[src/rtl/fault_monitor.sv]
// Per-channel opcode/control sanity checker with a debounced OK/SUSPECT/FAULT
// escalation FSM, sticky per-channel flags and a saturating fault counter.
module fault_monitor #(
    parameter int NUM_CH = 2,
    parameter int THRESH = 3,
    parameter int CNT_W  = 8
) (
    input  logic                  clk,
    input  logic                  rst_n,
    input  logic [NUM_CH-1:0]     ch_valid,
    input  logic [7*NUM_CH-1:0]   opcode,
    input  logic [NUM_CH-1:0]     mem_read,
    input  logic [NUM_CH-1:0]     mem_write,
    input  logic [NUM_CH-1:0]     reg_write,
    input  logic                  fault_ack,
    output logic [NUM_CH-1:0]     fault_detected,
    output logic [NUM_CH-1:0]     ch_sticky,
    output logic                  fault_irq,
    output logic [1:0]            fault_state,
    output logic [2:0]            fault_ch,
    output logic [1:0]            fault_cause,
    output logic [CNT_W-1:0]      fault_count
);

    typedef enum logic [1:0] {
        ST_OK      = 2'b00,
        ST_SUSPECT = 2'b01,
        ST_FAULT   = 2'b10,
        ST_ILLEGAL = 2'b11
    } state_e;

    localparam logic [1:0] CAUSE_NONE     = 2'b00;
    localparam logic [1:0] CAUSE_ILLEGAL  = 2'b01;
    localparam logic [1:0] CAUSE_CONFLICT = 2'b10;
    localparam logic [1:0] CAUSE_NOACT    = 2'b11;

    state_e              state_q, state_d;
    logic [3:0]          run_q, run_d;
    logic [3:0]          run_inc;
    logic [2:0]          cap_ch_q, cap_ch_d;
    logic [1:0]          cap_cause_q, cap_cause_d;
    logic [NUM_CH-1:0]   sticky_q, sticky_d;
    logic [NUM_CH-1:0]   det_q, det_d;
    logic [CNT_W-1:0]    cnt_q, cnt_d;

    logic [NUM_CH-1:0]   ch_fault;
    logic [2*NUM_CH-1:0] ch_cause;
    logic                any_fault;
    logic                first_hit;
    logic [2:0]          first_ch;
    logic [1:0]          first_cause;
    logic                ack_clear;

    function automatic logic is_legal(input logic [6:0] op);
        case (op)
            7'b0110011, 7'b0010011, 7'b0000011, 7'b0100011, 7'b1100011,
            7'b1101111, 7'b1100111, 7'b0110111, 7'b0010111, 7'b1110011:
                is_legal = 1'b1;
            default:
                is_legal = 1'b0;
        endcase
    endfunction

    function automatic logic [1:0] decode_cause(input logic       valid,
                                                input logic [6:0] op,
                                                input logic       mr,
                                                input logic       mw,
                                                input logic       rw);
        decode_cause = CAUSE_NONE;
        if (valid) begin
            if (!is_legal(op)) begin
                decode_cause = CAUSE_ILLEGAL;
            end else if (mr && mw) begin
                decode_cause = CAUSE_CONFLICT;
            end else if (!mr && !mw && !rw &&
                         op != 7'b1100011 && op != 7'b1110011) begin
                // Branches and system ops legitimately touch neither memory nor registers.
                decode_cause = CAUSE_NOACT;
            end
        end
    endfunction

    always_comb begin
        ch_fault = '0;
        ch_cause = '0;
        for (int unsigned i = 0; i < NUM_CH; i++) begin
            ch_cause[2*i +: 2] = decode_cause(ch_valid[i], opcode[7*i +: 7],
                                              mem_read[i], mem_write[i], reg_write[i]);
            ch_fault[i] = (ch_cause[2*i +: 2] != CAUSE_NONE);
        end
    end

    assign any_fault = |ch_fault;

    always_comb begin
        first_hit   = 1'b0;
        first_ch    = '0;
        first_cause = CAUSE_NONE;
        for (int unsigned i = 0; i < NUM_CH; i++) begin
            if (!first_hit && ch_fault[i]) begin
                first_hit   = 1'b1;
                first_ch    = 3'(i);
                first_cause = ch_cause[2*i +: 2];
            end
        end
    end

    // State register
    always_ff @(posedge clk or negedge rst_n) begin
        if (!rst_n) begin
            state_q <= ST_OK;
        end else begin
            state_q <= state_d;
        end
    end

    assign run_inc = run_q + 4'd1;

    // Next-state logic
    always_comb begin
        state_d = state_q;
        case (state_q)
            ST_OK: begin
                if (any_fault) begin
                    state_d = (THRESH == 1) ? ST_FAULT : ST_SUSPECT;
                end
            end
            ST_SUSPECT: begin
                if (any_fault) begin
                    if (run_inc >= 4'(THRESH)) begin
                        state_d = ST_FAULT;
                    end
                end else begin
                    state_d = ST_OK;
                end
            end
            ST_FAULT: begin
                if (fault_ack) begin
                    state_d = ST_OK;
                end
            end
            default: state_d = ST_OK;
        endcase
    end

    assign ack_clear = (state_q == ST_FAULT) && fault_ack;

    always_comb begin
        run_d       = run_q;
        cap_ch_d    = cap_ch_q;
        cap_cause_d = cap_cause_q;
        det_d       = ch_fault;
        // New faults re-set their sticky bit even in the cycle an ack clears the rest.
        sticky_d    = (ack_clear ? '0 : sticky_q) | ch_fault;
        cnt_d       = (any_fault && cnt_q != '1) ? cnt_q + CNT_W'(1) : cnt_q;
        case (state_q)
            ST_OK: begin
                if (any_fault) begin
                    run_d       = 4'd1;
                    cap_ch_d    = first_ch;
                    cap_cause_d = first_cause;
                end
            end
            ST_SUSPECT: begin
                if (any_fault) begin
                    run_d = run_inc;
                end else begin
                    run_d       = '0;
                    cap_ch_d    = '0;
                    cap_cause_d = CAUSE_NONE;
                end
            end
            ST_FAULT: begin
                if (fault_ack) begin
                    run_d       = '0;
                    cap_ch_d    = '0;
                    cap_cause_d = CAUSE_NONE;
                end
            end
            default: begin
                run_d       = '0;
                cap_ch_d    = '0;
                cap_cause_d = CAUSE_NONE;
            end
        endcase
    end

    always_ff @(posedge clk or negedge rst_n) begin
        if (!rst_n) begin
            run_q       <= '0;
            cap_ch_q    <= '0;
            cap_cause_q <= '0;
            sticky_q    <= '0;
            det_q       <= '0;
            cnt_q       <= '0;
        end else begin
            run_q       <= run_d;
            cap_ch_q    <= cap_ch_d;
            cap_cause_q <= cap_cause_d;
            sticky_q    <= sticky_d;
            det_q       <= det_d;
            cnt_q       <= cnt_d;
        end
    end

    // Output logic
    always_comb begin
        fault_irq      = (state_q == ST_FAULT);
        fault_state    = state_q;
        fault_ch       = cap_ch_q;
        fault_cause    = cap_cause_q;
        fault_detected = det_q;
        ch_sticky      = sticky_q;
        fault_count    = cnt_q;
    end

endmodule

[config.mk]
export PLATFORM = sky130hd
export DESIGN_NAME = fault_monitor
export DESIGN_NICKNAME = d
export VERILOG_FILES = /design/src/rtl/fault_monitor.sv
export SDC_FILE = /design/constraint.sdc
export NUM_CORES = 1
export LEC_CHECK = 0
export BUFFER_PORTS_ARGS = -buffer_cell sky130_fd_sc_hd__buf_2
export CAP_MARGIN = 20
export CORE_ASPECT_RATIO = 2
export CORE_MARGIN = 5
export CORE_UTILIZATION = 49
export DETAILED_ROUTE_END_ITERATION = 8
export PLACE_DENSITY = 0.78
export SLEW_MARGIN = 20
export SYNTH_ARGS = -nofsm -noshare
export SYNTH_HDL_FRONTEND = slang
export SYNTH_SLANG_ARGS = --single-unit
[constraint.sdc]
create_clock -name clk -period 1.8 [get_ports clk]
set_input_delay 0.36 -clock clk [delete_from_list [all_inputs] [get_ports clk]]
set_output_delay 0.36 -clock clk [all_outputs]
set_load 0.01 [all_outputs]
Word-level counts from Yosys, hierarchy flattened. Index checks and enable logic that the tools add are counted.

Bits in registers: 23. Input port bits: 25. Output and inout port bits: 20. Word-level logic and storage cells: 104.

Add/subtract/negate cells: 2. $lt $le $gt $ge: 1. Eq/ne operators: 31. Muxes and demuxes: 33. Bitwise operators: 1. Reductions and logical operators: 29.

Operators by type and width (count): equality test 7 bit, second input constant (8); equality test 7 x 6 -> 1 bit, second input constant (6); 2-to-1 mux 2 bit (17); equality test 7 x 5 -> 1 bit, second input constant (4); != test 7 bit, second input constant (4); OR reduction 10 bit (2); equality test 7 x 2 -> 1 bit, second input constant (2); logical AND 1 bit (13); 2-to-1 mux 4 bit (3); case mux 2 bit (3 select lines) (2); case mux 4 bit (3 select lines) (1); 2-to-1 mux 3 bit (3); case mux 3 bit (3 select lines) (1); adder 8 x 1 -> 8 bit, second input constant (1); != test 8 bit, second input constant (1); logical NOT 1 bit (7); 2-to-1 mux 1 bit (6); != test 2 bit, second input constant (3); AND reduction 3 bit (2); adder 4 x 1 -> 4 bit, second input constant (1); >= comparator 4 x 2 -> 1 bit, second input constant (1); nonzero test 2 bit (2); != test 3 bit, second input constant (1); equality test 2 x 1 -> 1 bit, second input constant (1); other kinds (5) (5).

Logic depth before layout (Yosys ltp).
Depth after elaboration: 16. Mapped depth: 7.

Least setup slack after synthesis. OpenSTA, ideal clock, no wires.

Path kind: in2reg. From: input mem_write[1]. To: register cnt_q[1] (netlist: fault_count[1]). Library setup time: 0.125 ns. Data arrival time: 1.763 ns. Slack: -0.088 ns. Stages: 5. Buffers on the path: 0. Cell sequence: or3_1 -> o21ai_1 -> o31ai_4 -> a21oi_2 -> mux2_2.

Cells in the longest elaborated chain, start to end: 12. Elaborated cells on any way between the ends: 13. Classes of those cells: 4 x mux; 9 x reduce/logical.

Ends and longest elaborated chain: from (decl) (line 13) `input logic [NUM_CH-1:0] mem_write,`; logical NOT 1 bit (line 75) `end else if (!mr && !mw && !rw &&`; logical AND 1 bit (3 in series) (line 75); logical AND 1 bit (line 76) `op != 7'b1100011 && op != 7'b1110011) begin`; 2-to-1 mux 2 bit (line 75); 2-to-1 mux 2 bit (*) (line 73) `end else if (mr && mw) begin`; 2-to-1 mux 2 bit (*) (line 71) `if (!is_legal(op)) begin`; 2-to-1 mux 2 bit (*) (line 70) `if (valid) begin`; nonzero test 2 bit (*) (line 89) `ch_fault[i] = (ch_cause[2*i +: 2] != CAUSE_NONE);`; OR reduction 2 bit (*) (line 93) `assign any_fault = |ch_fault;`; logical AND 1 bit (*) (line 155) `cnt_d = (any_fault && cnt_q != '1) ? cnt_q + CNT_W'(1) : cnt_q;`; to (signal assigned) (line 202) `cnt_q <= cnt_d;`; to (decl) (line 44) `logic [CNT_W-1:0] cnt_q, cnt_d;`.

Every way passes the cells marked *; elsewhere a longest branch is shown, timed or not. A chain may end at the register's enable or synchronous reset.

Worst setup path after layout.
From: register run_q[1]. To: register state_q[1] (netlist: fault_state[1]).

Cells in the longest elaborated chain, start to end: 4.

Ends and longest elaborated chain: from (decl) (line 38) `logic [3:0] run_q, run_d;`; from (signal assigned) (line 197) `run_q <= run_d;`; adder 4 x 1 -> 4 bit (line 117) `assign run_inc = run_q + 4'd1;`; >= comparator 4 x 2 -> 1 bit (line 130) `if (run_inc >= 4'(THRESH)) begin`; != test 3 bit (no source line); AND reduction 3 bit (no source line); to (signal assigned) (line 113) `state_q <= state_d;`; to (decl) (line 37) `state_e state_q, state_d;`.

No other way between the ends.

==> metrics.txt <==
DRC Markers=0; GP Congestion=0.783; CP arrival=1.83 ns; count leader, synth=dfrtp_1; clock sinks=21; IO Pins=45; Die Y=83.6 um; Static Leak=0.812 nW; worst hold slack=0.0470 ns; die width=46.8 um; kind of cell adding the most delay to the critical path=compound AO/OA/AOI/OAI gates; CP max FO=6; fin cells=223; Starting Density=51.6%; proportion of synthesized area in mux cells=1.98%; Mean Syn Cell Area=9.47 um^2; outcome=finished, final reports clean; total power=2.04 mW; maxcap violations=0; worst setup path endpoint=fault_state[1]; WL/cell=15.0 um; TritonCTS Buffers=3; Post-synth ARST share=100%; FF/Latch Area=526 um^2; Synth Area in Simple Gates=23.5%; Skew-Pair Late Insertion Delay=0.26 ns; Max Root-Sink Buffers=2; R2R Path Start=run_q[1]; vias in the first global route=1230; FP Rows=26; CP required=1.95 ns; via count=1282; slack of the critical path=0.123 ns; Hold Buf Count CTS=0; multi-input logic area=791 um^2; area grow syn2layout=30.2%; R2R Path End=fault_state[1]; initial antenna violation count=0; Post-Synth Adder-Cell Area=2.83%; Startpoint Class=flop; slowest stage delay, CP=0.44 ns; Synth area leaders=dfrtp_1, nand2_1, xnor2_1; Crit. path cell count=6; post-cts resize count=0; YS warnings=0; First-pass DRT Iterations=5; # diodes=0; routed vias/inst=5.75; # setup viols final=0; gr usage total=17.7%; Reg2Reg Depth=6; skew final=0.00360 ns; most frequently used flop master after synthesis=dfrtp_1; Slew Limit Fails=0; CP max-delay cell=dfrtp_1; Fillers=201; Post-CTS Setup Bufs=0; crit path cell chain=ha_1, or2_2, a21oi_1, a31oi_1, o21a_1, a21o_1; final worst-path cycle share=93.2%; worst path buffer plus inverter count=0; register area share after synthesis=39.6%; RSZ-0062 raised after global routing=false; class of the worst hold path=input pin to async pin; Yosys reg bits=21; Pwr Density=1180 mW/mm^2; dpl ws=-0.230 ns; DRT iter0 DRCs=39; post-route minimum period=1.68 ns; Yosys cell types=47; crit path from=run_q[1]; Port Buffers=42; CTS H-Tree Depth=1; Worst-path clk slew=0.08 ns; post-DP HPWL=2710 um; Post-synth EDFFs=0; clock root cell=clkbuf_8; Synth top cells by count=dfrtp_1, nand2_1; nets=224; pin count of the biggest net entering global routing=22; R2R setup slack=0.12 ns; Yosys top cell by area=dfrtp_1; Core Region=0.00257 mm^2; layout cells sized above 1=39.5%; dpl cells=219; Die Area=0.00391 mm^2; largest family of logic cells by synthesized area=simple AND/OR/NAND/NOR gates; Worst IR Drop VDD=0.610 mV; Hold Fails Final Rpt=0; Critical Path End Type=flop; Post-Syn Area=0.00133 mm^2; first-pass GRT wire length=5310 um; Synth top area share=39.6%; fmax=596 MHz; CP Class=flop to flop; Synth Area in Compound Gates=21.9%; total wire length=3350 um; CTS tree=built; total gr overflow=0; post-synthesis xor/xnor area fraction=5.94%; Synth Instances=140; post-route ant nets=0
[per-layer routing]
layer / track usage [%] / wire, um
met5: 0 / 0
met4: 7.56 / 82
met3: 3.89 / 230
met2: 32.7 / 1920
met1: 16.9 / 1110
[metrics by stage]
stage / instance area (um^2) / TNS, ns / util, %
after global routing: 1730 / 0 / 67.2
after detailed placement: 1670 / -1.64 / 65.0
final: 1730 / 0 / 67.2
after floorplan: 1360 / -0.00297 / -
after CTS: 1720 / 0 / 66.7
after global placement: 1670 / -0.691 / 65.0
[power by group]
group / internal, mW / switching (mW)
registers: 0.637 / 0.189
clock network: 0.158 / 0.151
logic: 0.441 / 0.461
[worst min-delay path by stage]
stage                           endpoint  cells past startpoint
after global placement    fault_count[0]                      1
after detailed placement  fault_count[6]                      1
final                     fault_count[6]                      1
after global routing      fault_count[6]                      1
after floorplan             ch_sticky[0]                      0
after CTS                       run_q[3]                      1
[layout make-up]
type | count | share of cell area (%)
timing repair buffer | 56 | 18.3
tap | 28 | 2.03
sequential | 21 | 30.4
inverter | 4 | 0.870
multi-input combinational | 110 | 45.8
clock buffer | 4 | 2.61
[placed cells by master, fill, tap and decap left out, types with 3 or more instances in the layout]
cell type   n
buf_2      42
dfrtp_1    21
nand2_1    18
buf_4      14
nand3_1     7
a21oi_1     7
o21ai_0     7
xnor2_1     7
nor2_1      5
inv_1       4
nand4_1     4
nand2b_1    3
nor2b_1     3
o31ai_1     3
a22oi_1     3
ha_1        3
clkbuf_8    3
[kinds of logic after synthesis]
logic type / after synthesis
mux: 2
other cells: 1
buf+inv: 10
xor+xnor: 9
compound gates: 36
fa+ha+maj: 3
simple gates: 58
flops: 21
[state kept, by name (all words and copies together), names as in the netlist]
| name | cells |
|---|---|
| fault_detected | 2 |
| fault_ch | 1 |
| run_q | 4 |
| fault_cause | 2 |
| fault_count | 8 |
| fault_state | 2 |
| ch_sticky | 2 |
(Power assumes the default switching activity.)
